$ cat src/rtl/mips_pkg.sv
// Shared MIPS core definitions: fetch defaults and the {instr, pc} fetch record.
`timescale 1ns/1ps
package mips_pkg;
  localparam logic [31:0] DEF_RESET_PC = 32'h0000_0000;
  localparam int          INSTR_W      = 32;
  localparam logic [31:0] PC_INC       = 32'd4;

  typedef struct packed {
    logic [INSTR_W-1:0] instr;
    logic [31:0]        pc;
  } fetch_rec_t;
endpackage

$ cat src/rtl/fetch_skid_buffer.sv
// Two-entry fetch FIFO: output (head) register plus a skid register.
// The head is what decode sees; the skid catches the one response that
// may still land after decode stalls. Data registers hold on flush so the
// outputs keep their last value while invalid.
`timescale 1ns/1ps
module fetch_skid_buffer
  import mips_pkg::*;
(
  input  logic       clk,
  input  logic       reset_n,
  input  logic       flush,
  input  logic       push_valid,
  input  fetch_rec_t push_data,
  output logic       out_valid,
  input  logic       out_ready,
  output fetch_rec_t out_data,
  output logic [1:0] count
);
  fetch_rec_t head, skid;
  logic [1:0] cnt;
  logic       deq;

  assign deq       = out_valid && out_ready;
  assign out_valid = (cnt != 2'd0);
  assign out_data  = head;
  assign count     = cnt;

  // Occupancy and data movement; the skid always refills the head before
  // a newly arriving record so ordering is preserved.
  always_ff @(posedge clk or negedge reset_n) begin
    if (!reset_n) begin
      head <= '0;
      skid <= '0;
      cnt  <= 2'd0;
    end else if (flush) begin
      cnt <= 2'd0;
    end else if (deq) begin
      if (cnt == 2'd2) begin
        head <= skid;
        if (push_valid) skid <= push_data;
        else            cnt  <= 2'd1;
      end else begin
        if (push_valid) head <= push_data;
        else            cnt  <= 2'd0;
      end
    end else if (push_valid) begin
      if (cnt == 2'd0) head <= push_data;
      else             skid <= push_data;
      cnt <= cnt + 2'd1;
    end
  end
endmodule

$ cat src/rtl/instruction_fetch_unit.sv
// MIPS fetch stage: PC, synchronous imem request/response tracking, and a
// two-entry buffer toward decode. A request is only issued when the buffer
// is guaranteed room for its response one cycle later, so nothing is dropped.
`timescale 1ns/1ps
module instruction_fetch_unit
  import mips_pkg::*;
#(
  parameter logic [31:0] RESET_PC = DEF_RESET_PC
)(
  input  logic        clk,
  input  logic        reset_n,
  output logic [31:0] imem_addr,
  input  logic [31:0] imem_data,
  input  logic        redirect_valid,
  input  logic [31:0] redirect_pc,
  output logic        if_valid,
  input  logic        if_ready,
  output logic [31:0] if_instr,
  output logic [31:0] if_pc,
  output logic [31:0] if_pc_plus4
);
  logic [29:0] pc_req;      // word address being requested this cycle
  logic [31:0] pc_rsp;      // byte address whose data is on imem_data now
  logic        rsp_valid;
  logic [1:0]  count;
  logic [2:0]  occ_after;
  logic        deq, issue;
  fetch_rec_t  push_rec, head_rec;
  logic        unused;

  assign unused    = ^redirect_pc[1:0];
  assign imem_addr = {2'b00, pc_req};
  assign deq       = if_valid && if_ready;
  assign push_rec  = '{instr: imem_data, pc: pc_rsp};

  // Worst-case occupancy once this cycle's request returns.
  assign occ_after = {1'b0, count} - {2'b00, deq} + {2'b00, rsp_valid} + 3'd1;
  assign issue     = !redirect_valid && (occ_after <= 3'd2);

  // Request pointer and in-flight tracking; redirect discards the in-flight read.
  always_ff @(posedge clk or negedge reset_n) begin
    if (!reset_n) begin
      pc_req    <= RESET_PC[31:2];
      pc_rsp    <= '0;
      rsp_valid <= 1'b0;
    end else if (redirect_valid) begin
      pc_req    <= redirect_pc[31:2];
      rsp_valid <= 1'b0;
    end else if (issue) begin
      pc_req    <= pc_req + 30'd1;
      pc_rsp    <= {pc_req, 2'b00};
      rsp_valid <= 1'b1;
    end else begin
      rsp_valid <= 1'b0;
    end
  end

  fetch_skid_buffer u_fifo (
    .clk        (clk),
    .reset_n    (reset_n),
    .flush      (redirect_valid),
    .push_valid (rsp_valid && !redirect_valid),
    .push_data  (push_rec),
    .out_valid  (if_valid),
    .out_ready  (if_ready),
    .out_data   (head_rec),
    .count      (count)
  );

  assign if_instr    = head_rec.instr;
  assign if_pc       = head_rec.pc;
  assign if_pc_plus4 = head_rec.pc + PC_INC;
endmodule

$ cat config.mk
export PLATFORM = sky130hd
export DESIGN_NAME = instruction_fetch_unit
export DESIGN_NICKNAME = d
export VERILOG_FILES = /design/src/rtl/mips_pkg.sv /design/src/rtl/fetch_skid_buffer.sv /design/src/rtl/instruction_fetch_unit.sv
export SDC_FILE = /design/constraint.sdc
export NUM_CORES = 1
export LEC_CHECK = 0
export ABC_AREA = 1
export ABC_CLOCK_PERIOD_IN_PS = 6250
export CAP_MARGIN = 20
export CORE_MARGIN = 2
export CORE_UTILIZATION = 50
export DETAILED_ROUTE_END_ITERATION = 16
export PLACE_DENSITY = 0.78
export SYNTH_ARGS = -nofsm -noshare
export SYNTH_HDL_FRONTEND = slang
export SYNTH_SLANG_ARGS = --single-unit
export TNS_END_PERCENT = 1
$ cat constraint.sdc
create_clock -name clk -period 6.25 [get_ports clk]
set_input_delay 0.625 -clock clk [delete_from_list [all_inputs] [get_ports clk]]
set_output_delay 0.625 -clock clk [all_outputs]
set_load 0.005 [all_outputs]
==> metrics.log, run 1 <==
[metrics] Gate power share: 42.0%
[metrics] Setup Viol. Count Final: 0
[metrics] DRT iter0 DRCs: 671
[metrics] final number of max-transition violations: 0
[metrics] count of boundary I/O pins: 197
[metrics] mean cell area of the mapped netlist: 7.67 um^2
[metrics] path type of the worst setup path: reg2reg
[metrics] Wirelength per Cell: 15.2 um
[metrics] proportion of power drawn by flip-flops and latches: 38.2%
[metrics] maximum ir drop on the vdd rail: 247 uV
[metrics] die height: 142 um
[metrics] buffer levels on the longest clock path: 2
[metrics] most used standard cells in the synthesized netlist: sky130_fd_sc_hd__nand2_1, sky130_fd_sc_hd__dfrtp_1, sky130_fd_sc_hd__inv_1, sky130_fd_sc_hd__nor2_1, sky130_fd_sc_hd__o21ai_0
[metrics] overall fraction of global-route tracks in use: 25.6%
[metrics] number of nets with antenna violations after detailed routing: 0
[metrics] type of the tightest min-delay check: in2async
[metrics] most used flip-flop cell after synthesis: sky130_fd_sc_hd__dfrtp_1
[metrics] Total Wirelength: 25.1 mm
[metrics] largest fanout of any net on the critical path: 40
[metrics] area fraction of the dominant cell type after synthesis: 49.0%
[metrics] root buffer cell: sky130_fd_sc_hd__clkbuf_16
[metrics] hpwl dp: 17.5 mm
[metrics] Post-Route Setup TNS: 0 ns
[metrics] power per unit of standard cell area: 492 mW/mm^2
[metrics] transition time at the pin with the least slew margin: 0.868 ns
[metrics] cells resized by post-CTS repair: 0
[metrics] clk slew on worst S/H paths: 0.07 ns
[metrics] cell type with the highest aggregate area in the netlist: sky130_fd_sc_hd__dfrtp_1
[metrics] CTS H-tree depth: 4
[metrics] number of hold-repair buffers added at the cts stage: 0
[metrics] Via Count: 8680
[metrics] die footprint: 0.0202 mm^2
[metrics] # nets final: 1479
[metrics] Critical Path Sink Type: flop
[metrics] layout cells sized above 1: 3.95%
[metrics] required time worst endpoint: 6.55 ns
[metrics] logic depth of the worst register-to-register path: 14
[metrics] final worst path period share: 59.7%
[metrics] CP Launch Type: flop
[metrics] Switching Fraction: 37.9%
[metrics] mean number of vias per cell: 5.26
[metrics] MaxCap Viol Count: 0
[metrics] data arrival time of the critical path: 4.03 ns
[metrics] number of design rule violations left after detail routing: 0
[metrics] area grow syn2layout: 27.3%
[metrics] Critical Path End: pc_req[14]$_DFFE_PN0P_
[metrics] CTS tree: done
[metrics] antenna diode instance count: 0
[metrics] GRT Residual Overflow: 0
[metrics] maximum number of pins on one net before global-route repair: 93
[metrics] most common cell in the synthesized netlist: sky130_fd_sc_hd__nand2_1
[metrics] Post-Place Cell Area: 0.0115 mm^2
[metrics] Clk pwr share: 19.8%
[metrics] area of the core region: 0.0187 mm^2
[metrics] via count of the first global-routing pass: 8252
[metrics] FF-to-FF setup slack: 2.52 ns
[metrics] starting density of the core: 51.1%
[metrics] register bit total from synthesis: 187
[metrics] ranking of synthesized cells by area: sky130_fd_sc_hd__dfrtp_1, sky130_fd_sc_hd__nand2_1, sky130_fd_sc_hd__o21ai_0
[metrics] fraction of registers with async set/reset: 100%
[metrics] Cell Area, Synth: 0.00955 mm^2
[metrics] fin area: 0.0122 mm^2
[metrics] width of the die: 142 um
[metrics] Final min period: 3.73 ns
[metrics] floorplan row count: 50
[metrics] RD Place Congestion: 0.919
[metrics] P_sw: 2.27 mW
[metrics] beginning of the worst register-to-register path: u_fifo.count[0]$_DFFE_PN0P_
[metrics] first-pass GRT wire length: 41.3 mm
[metrics] launch point of the worst path: u_fifo.count[0]$_DFFE_PN0P_
[metrics] number of antenna violations at the first check in global routing: 0
[metrics] number of synthesis warnings: 0
[metrics] number of different library cells in the post-synthesis netlist: 31
[metrics] outcome: finished clean
[metrics] total chip power: 5.98 mW
[metrics] register area share after synthesis: 49.0%
[metrics] top achievable clock speed: 268 MHz
[metrics] number of enable flip-flop cells after synthesis: 0
[metrics] total of buffers placed on input and output ports: 188
[metrics] leakage dissipation: 5.67 nW
[metrics] Mapped Cells: 1245
[metrics] cell internal pwr: 3.71 mW
[metrics] number of sinks driven by the clock tree: 187
[metrics] clock network latency to the later pin of the worst-skew pair: 0.43 ns
[metrics] Final Hold Vio Count: 0
[metrics] Critical R2R Capture: pc_req[14]$_DFFE_PN0P_
[metrics] Max transition margin: 42.0%
[metrics] Setup Skew: 0.0109 ns
[metrics] unrepaired setup endpoints after global routing: false
[metrics] number of clock buffers inserted by TritonCTS: 17
[metrics] number of buffers inserted by post-CTS setup repair: 0
[metrics] drt first pass iters: 5
==> critical path, cell delays in order (launching register included) <==
cell and delay, ns:
sky130_fd_sc_hd__dfrtp_1 0.38, sky130_fd_sc_hd__inv_1 0.15, sky130_fd_sc_hd__ha_1 0.21, sky130_fd_sc_hd__inv_2 0.08, sky130_fd_sc_hd__nand2_4 0.12, sky130_fd_sc_hd__inv_2 0.32, sky130_fd_sc_hd__fa_1 0.52, sky130_fd_sc_hd__ha_1 0.29
sky130_fd_sc_hd__nand3_1 0.11, sky130_fd_sc_hd__nand2_1 0.10, sky130_fd_sc_hd__nand2_2 0.57, sky130_fd_sc_hd__buf_4 0.46, sky130_fd_sc_hd__nor2_1 0.11, sky130_fd_sc_hd__nand2_1 0.09, sky130_fd_sc_hd__nand4_1 0.08
==> state kept, by name, summed over array words and instances (netlist names) <==
signal	cells
rsp_valid	1
u_fifo.out_data	62
pc_rsp	30
u_fifo.count	2
u_fifo.skid	62
pc_req	30
==> cell families after synthesis <==
| kind of cell | share of synthesized area [%] |
|---|---|
| AND/OR/NAND/NOR | 26.5 |
| AO/OA/AOI/OAI | 11.9 |
| XOR/XNOR | 2.11 |
| buffers and inverters | 9.46 |
| other | 0.0393 |
| adder cells (fa/ha/maj) | 0.996 |
| flip-flops | 49.0 |
==> power by group through the flow <==
stage                     clock, mW  sequential (mW)  combinational [mW]
after floorplan                   0             2.19                1.29
after global placement            0             2.27                2.43
after detailed placement          0             2.29                2.50
after CTS                      1.20             2.27                2.53
after global routing           1.25             2.36                2.82
final                          1.18             2.28                2.51
==> through the flow <==
| step | util [%] | worst slack (ns) | hold slack (ns) | instances |
|---|---|---|---|---|
| after floorplan | - | 3.59 | 0.329 | 1250 |
| after global placement | 61.5 | 2.24 | 0.466 | 1619 |
| after detailed placement | 61.5 | 2.21 | 0.473 | 1619 |
| after CTS | 65.0 | 2.52 | 0.298 | 1651 |
| after global routing | 65.0 | 2.20 | 0.328 | 1651 |
| final | 65.0 | 2.52 | 0.267 | 1651 |
==> cells in the final DEF, fill, tap and decap left out, drive strengths merged, types with 2 or more instances in the layout <==
| master | synthesis | layout |
|---|---|---|
| nand2 | 330 | 330 |
| clkdlybuf4s50 | 0 | 187 |
| dfrtp | 187 | 187 |
| inv | 153 | 156 |
| nor2 | 129 | 129 |
| o21ai | 116 | 116 |
| nand3 | 95 | 95 |
| a31oi | 38 | 38 |
| a21oi | 32 | 32 |
| xor2 | 22 | 22 |
| nor3 | 20 | 20 |
| clkbuf | 25 | 18 |
| nand4 | 17 | 17 |
| o211ai | 17 | 17 |
| nand3b | 13 | 13 |
| buf | 39 | 12 |
| ha | 6 | 6 |
| conb | 1 | 6 |
| bufinv | 0 | 5 |
| clkinvlp | 0 | 4 |
| clkinv | 0 | 2 |
==> worst min path at each step <==
stage,endpoint,slack (ns),depth (start not counted)
after floorplan,pc_req[0]$_DFFE_PN0P_,0.33,0
after global placement,u_fifo.skid[45]$_DFFE_PN0P_,0.47,2
after detailed placement,u_fifo.skid[31]$_DFFE_PN0P_,0.47,2
after CTS,u_fifo.skid[46]$_DFFE_PN0P_,0.30,1
after global routing,u_fifo.skid[46]$_DFFE_PN0P_,0.33,1
final,u_fifo.skid[46]$_DFFE_PN0P_,0.27,1
==> final cells by class <==
cell class | instances | area, um^2
clock buffers | 18 | 429
clock inverters | 14 | 216
fillers | 1603 | 6550
inverters | 153 | 574
multi-input cells | 846 | 4000
flip-flops and latches | 187 | 4680
well taps | 234 | 293
repair buffers | 199 | 1970
==> metal layers <==
layer	global-route usage (%)	share of wire (%)	wire [um]	up-vias
met1	37.6	46	11600	3980
li1	-	-	-	4306
met5	0	0	0	-
met2	39.0	45	11400	354
met4	8.32	2.0	505	0
met3	4.07	6.4	1620	40
No activity file was read; power rests on OpenSTA's default activity.
==> run 2, diff against run 1 <==
- ABC_CLOCK_PERIOD_IN_PS: 6250 -> 3700
- clock period: 6.25 -> 3.7 ns (I/O delays scaled with it)
==> run 2 against run 1 <==
The run now ends with hold timing left; power is 68% higher; global-route usage is 0.16 points lower; worst setup slack worse by 1.9 ns; hold slack worse by 0.27 ns; highest routed layer unchanged; critical path depth is 7 lower; combinational power is 71% higher; sequential share of layout area is 0.24 points lower; critical endpoint is now if_pc_plus4[16].
==> metrics.log, run 2 (synthesized netlist as in run 1, its figures left out) <==
[metrics] most common cell after layout, fill and taps aside: sky130_fd_sc_hd__nand2_1 (unchanged)
[metrics] number of sinks driven by the clock tree: 187 (unchanged)
[metrics] fin area: 0.0122 mm^2 (about the same)
[metrics] Finished Layout Cells: 1657 (was 1651)
[metrics] count of boundary I/O pins: 197 (unchanged)
[metrics] fill cell total of the finished layout: 1566 (was 1603)
[metrics] RD Place Congestion: 0.949 (was 0.919)
[metrics] area of the core region: 0.0187 mm^2 (unchanged)
[metrics] antenna diode instance count: 0 (unchanged)
[metrics] unrepaired setup endpoints after global routing: false (unchanged)
[metrics] floorplan row count: 50 (unchanged)
[metrics] number of clock buffers inserted by TritonCTS: 17 (unchanged)
[metrics] power per unit of standard cell area: 823 mW/mm^2 (was 492 mW/mm^2)
[metrics] Final Hold Vio Count: 1 (was 0)
[metrics] transition time at the pin with the least slew margin: 0.826 ns (was 0.868 ns)
[metrics] total number of cells along the worst setup path: 7 (was 14)
[metrics] CP Launch Type: flop (unchanged)
[metrics] Max transition margin: 44.9% (was 42.0%)
[metrics] via count of the first global-routing pass: 8309 (was 8252)
[metrics] dominant delay contributor by cell family on the critical path: simple AND/OR/NAND/NOR gates (unchanged)
[metrics] mean number of vias per cell: 5.27 (was 5.26)
[metrics] maximum number of pins on one net before global-route repair: 90 (was 93)
[metrics] outcome: finished, violations left (was finished clean)
[metrics] Final min period: 3.10 ns
[metrics] commonest non-fill, non-tap cells in the layout: sky130_fd_sc_hd__nand2_1, sky130_fd_sc_hd__clkdlybuf4s50_1, sky130_fd_sc_hd__dfrtp_1 (unchanged)
[metrics] DRT iter0 DRCs: 571 (was 671)
[metrics] number of hold-repair buffers added at the cts stage: 0 (unchanged)
[metrics] leakage dissipation: 5.71 nW (was 5.67 nW)
[metrics] clk slew on worst S/H paths: 0.07 ns (about the same)
[metrics] buffer levels on the longest clock path: 2 (unchanged)
[metrics] top achievable clock speed: 323 MHz
[metrics] Clk pwr share: 19.0% (was 19.8%)
[metrics] CTS tree: done (unchanged)
[metrics] Crit path buffers/inverters: 1 (was 4)
[metrics] Via Count: 8740 (was 8680)
[metrics] area grow syn2layout: 28.1% (was 27.3%)
[metrics] Post-Route Setup TNS: 0 ns (unchanged)
[metrics] P_sw: 3.82 mW (was 2.27 mW)
[metrics] CP max stage delay: 0.51 ns (was 0.57 ns)
[metrics] MaxCap Viol Count: 0 (unchanged)
[metrics] Gate power share: 42.7% (was 42.0%)
[metrics] cell mode on critical path: sky130_fd_sc_hd__nor2_1
[metrics] final number of max-transition violations: 0 (unchanged)
[metrics] maximum ir drop on the vdd rail: 432 uV (was 247 uV)
[metrics] die footprint: 0.0202 mm^2 (unchanged)
[metrics] Post-Route Hold Slack: -0.00212 ns (was 0.267 ns)
[metrics] Switching Fraction: 38.0% (was 37.9%)
[metrics] type of the tightest min-delay check: in2async (unchanged)
[metrics] first-pass GRT wire length: 41.3 mm (unchanged)
[metrics] multi-input logic area: 0.00400 mm^2 (unchanged)
[metrics] layout cells sized above 1: 4.36% (was 3.95%)
[metrics] proportion of power drawn by flip-flops and latches: 38.3% (was 38.2%)
[metrics] largest fanout of any net on the critical path: 6 (was 40)
[metrics] Wirelength per Cell: 15.0 um (was 15.2 um)
[metrics] # nets final: 1485 (was 1479)
[metrics] width of the die: 142 um (unchanged)
[metrics] cells resized by post-CTS repair: 0 (unchanged)
[metrics] Total Wirelength: 24.8 mm (was 25.1 mm)
[metrics] total of buffers placed on input and output ports: 188 (unchanged)
[metrics] root buffer cell: sky130_fd_sc_hd__clkbuf_16 (unchanged)
[metrics] highest-delay cell along the critical path: sky130_fd_sc_hd__clkdlybuf4s50_1 (was sky130_fd_sc_hd__nand2_2)
[metrics] data arrival time of the critical path: 2.73 ns (was 4.03 ns)
[metrics] Post-Place Cell Area: 0.0116 mm^2 (was 0.0115 mm^2)
[metrics] Setup Skew: 0.0108 ns (was 0.0109 ns)
[metrics] final worst path period share: 83.7%
[metrics] hpwl dp: 17.9 mm (was 17.5 mm)
[metrics] GRT Residual Overflow: 0 (unchanged)
[metrics] number of antenna violations at the first check in global routing: 0 (unchanged)
[metrics] Inst Count DP: 1625 (was 1619)
[metrics] drt first pass iters: 5 (unchanged)
[metrics] cell internal pwr: 6.25 mW (was 3.71 mW)
[metrics] required time worst endpoint: 3.33 ns (was 6.55 ns)
[metrics] overall fraction of global-route tracks in use: 25.4% (was 25.6%)
[metrics] CTS H-tree depth: 4 (unchanged)
[metrics] number of buffers inserted by post-CTS setup repair: 0 (unchanged)
[metrics] Critical Path Sink Type: output pin (was flop)
[metrics] CP cell instances: ha_1 -> nand3_1 -> nor2_1 -> nand3b_1 -> nor2_1 -> xor2_1 -> clkdlybuf4s50_1 (was inv_1 -> ha_1 -> inv_2 -> nand2_4 -> inv_2 -> fa_1 -> ha_1 -> nand3_1 -> nand2_1 -> nand2_2 -> buf_4 -> nor2_1 -> nand2_1 -> nand4_1)
[metrics] area used by sequential logic in the layout: 0.00468 mm^2 (unchanged)
[metrics] Setup Viol. Count Final: 0 (unchanged)
[metrics] violated checks: hold timing
[metrics] number of nets with antenna violations after detailed routing: 0 (unchanged)
[metrics] clock network latency to the later pin of the worst-skew pair: 0.43 ns (about the same)
[metrics] die height: 142 um (unchanged)
[metrics] number of design rule violations left after detail routing: 0 (unchanged)
[metrics] starting density of the core: 51.1% (unchanged)
[metrics] logic depth of the worst register-to-register path: 15 (was 14)
[metrics] path type of the worst setup path: reg2out (was reg2reg)
## run 2: area by class of cell
cell class | count | area share (%)
sequential | 187 | 38.3
multi-input combinational | 846 | 32.7
timing repair buffer | 205 | 16.8
inverter | 153 | 4.70
clock buffer | 21 | 3.85
tap | 234 | 2.39
clock inverter | 11 | 1.29
## run 2: power groups by stage
stage	logic [mW]	registers, mW	clock network [mW]
after detailed placement	4.28	3.87	0
after global placement	4.17	3.83	0
final	4.29	3.85	1.92
after CTS	4.31	3.85	1.94
after global routing	4.81	3.99	2.02
after floorplan	2.18	3.70	0
## run 2: layer usage
metal | wire, um | vias to the layer above | track usage, %
met4 | 418 | 0 | 6.74
met3 | 1590 | 37 | 4.24
met1 | 11400 | 4034 | 37.1
li1 | - | 4336 | -
met2 | 11400 | 333 | 39.7
met5 | 0 | - | 0
## run 2: path summary, 6_finish.rpt
check | startpoint | end | slack, ns
max in group asynchronous | reset_n | pc_req[29]$_DFFE_PN0P_ | 2.81
worst min register to register | u_fifo.skid[16]$_DFFE_PN0P_ | u_fifo.skid[16]$_DFFE_PN0P_ | 0.49
worst min-delay path | reset_n | u_fifo.out_data[46]$_DFFE_PN0P_ | -0.002
min in group clk | u_fifo.skid[16]$_DFFE_PN0P_ | u_fifo.skid[16]$_DFFE_PN0P_ | 0.49
worst max-delay path | u_fifo.out_data[2]$_DFFE_PN0P_ | if_pc_plus4[16] | 0.60
worst max register to register | u_fifo.count[0]$_DFFE_PN0P_ | pc_req[29]$_DFFE_PN0P_ | 0.80
## run 2: metrics by stage
stage / setup slack [ns] / total power, mW / hold slack [ns] / utilization (%)
CTS: 0.566 / 10.1 / 0.0360 / 65.4
detailed placement: 0.781 / 8.15 / 0.474 / 62.0
global placement: 0.819 / 8.00 / 0.467 / 62.0
floorplan: 1.04 / 5.88 / 0.0744 / -
finish: 0.603 / 10.1 / -0.00212 / 65.4
global route: 0.432 / 10.8 / 0.0512 / 65.4
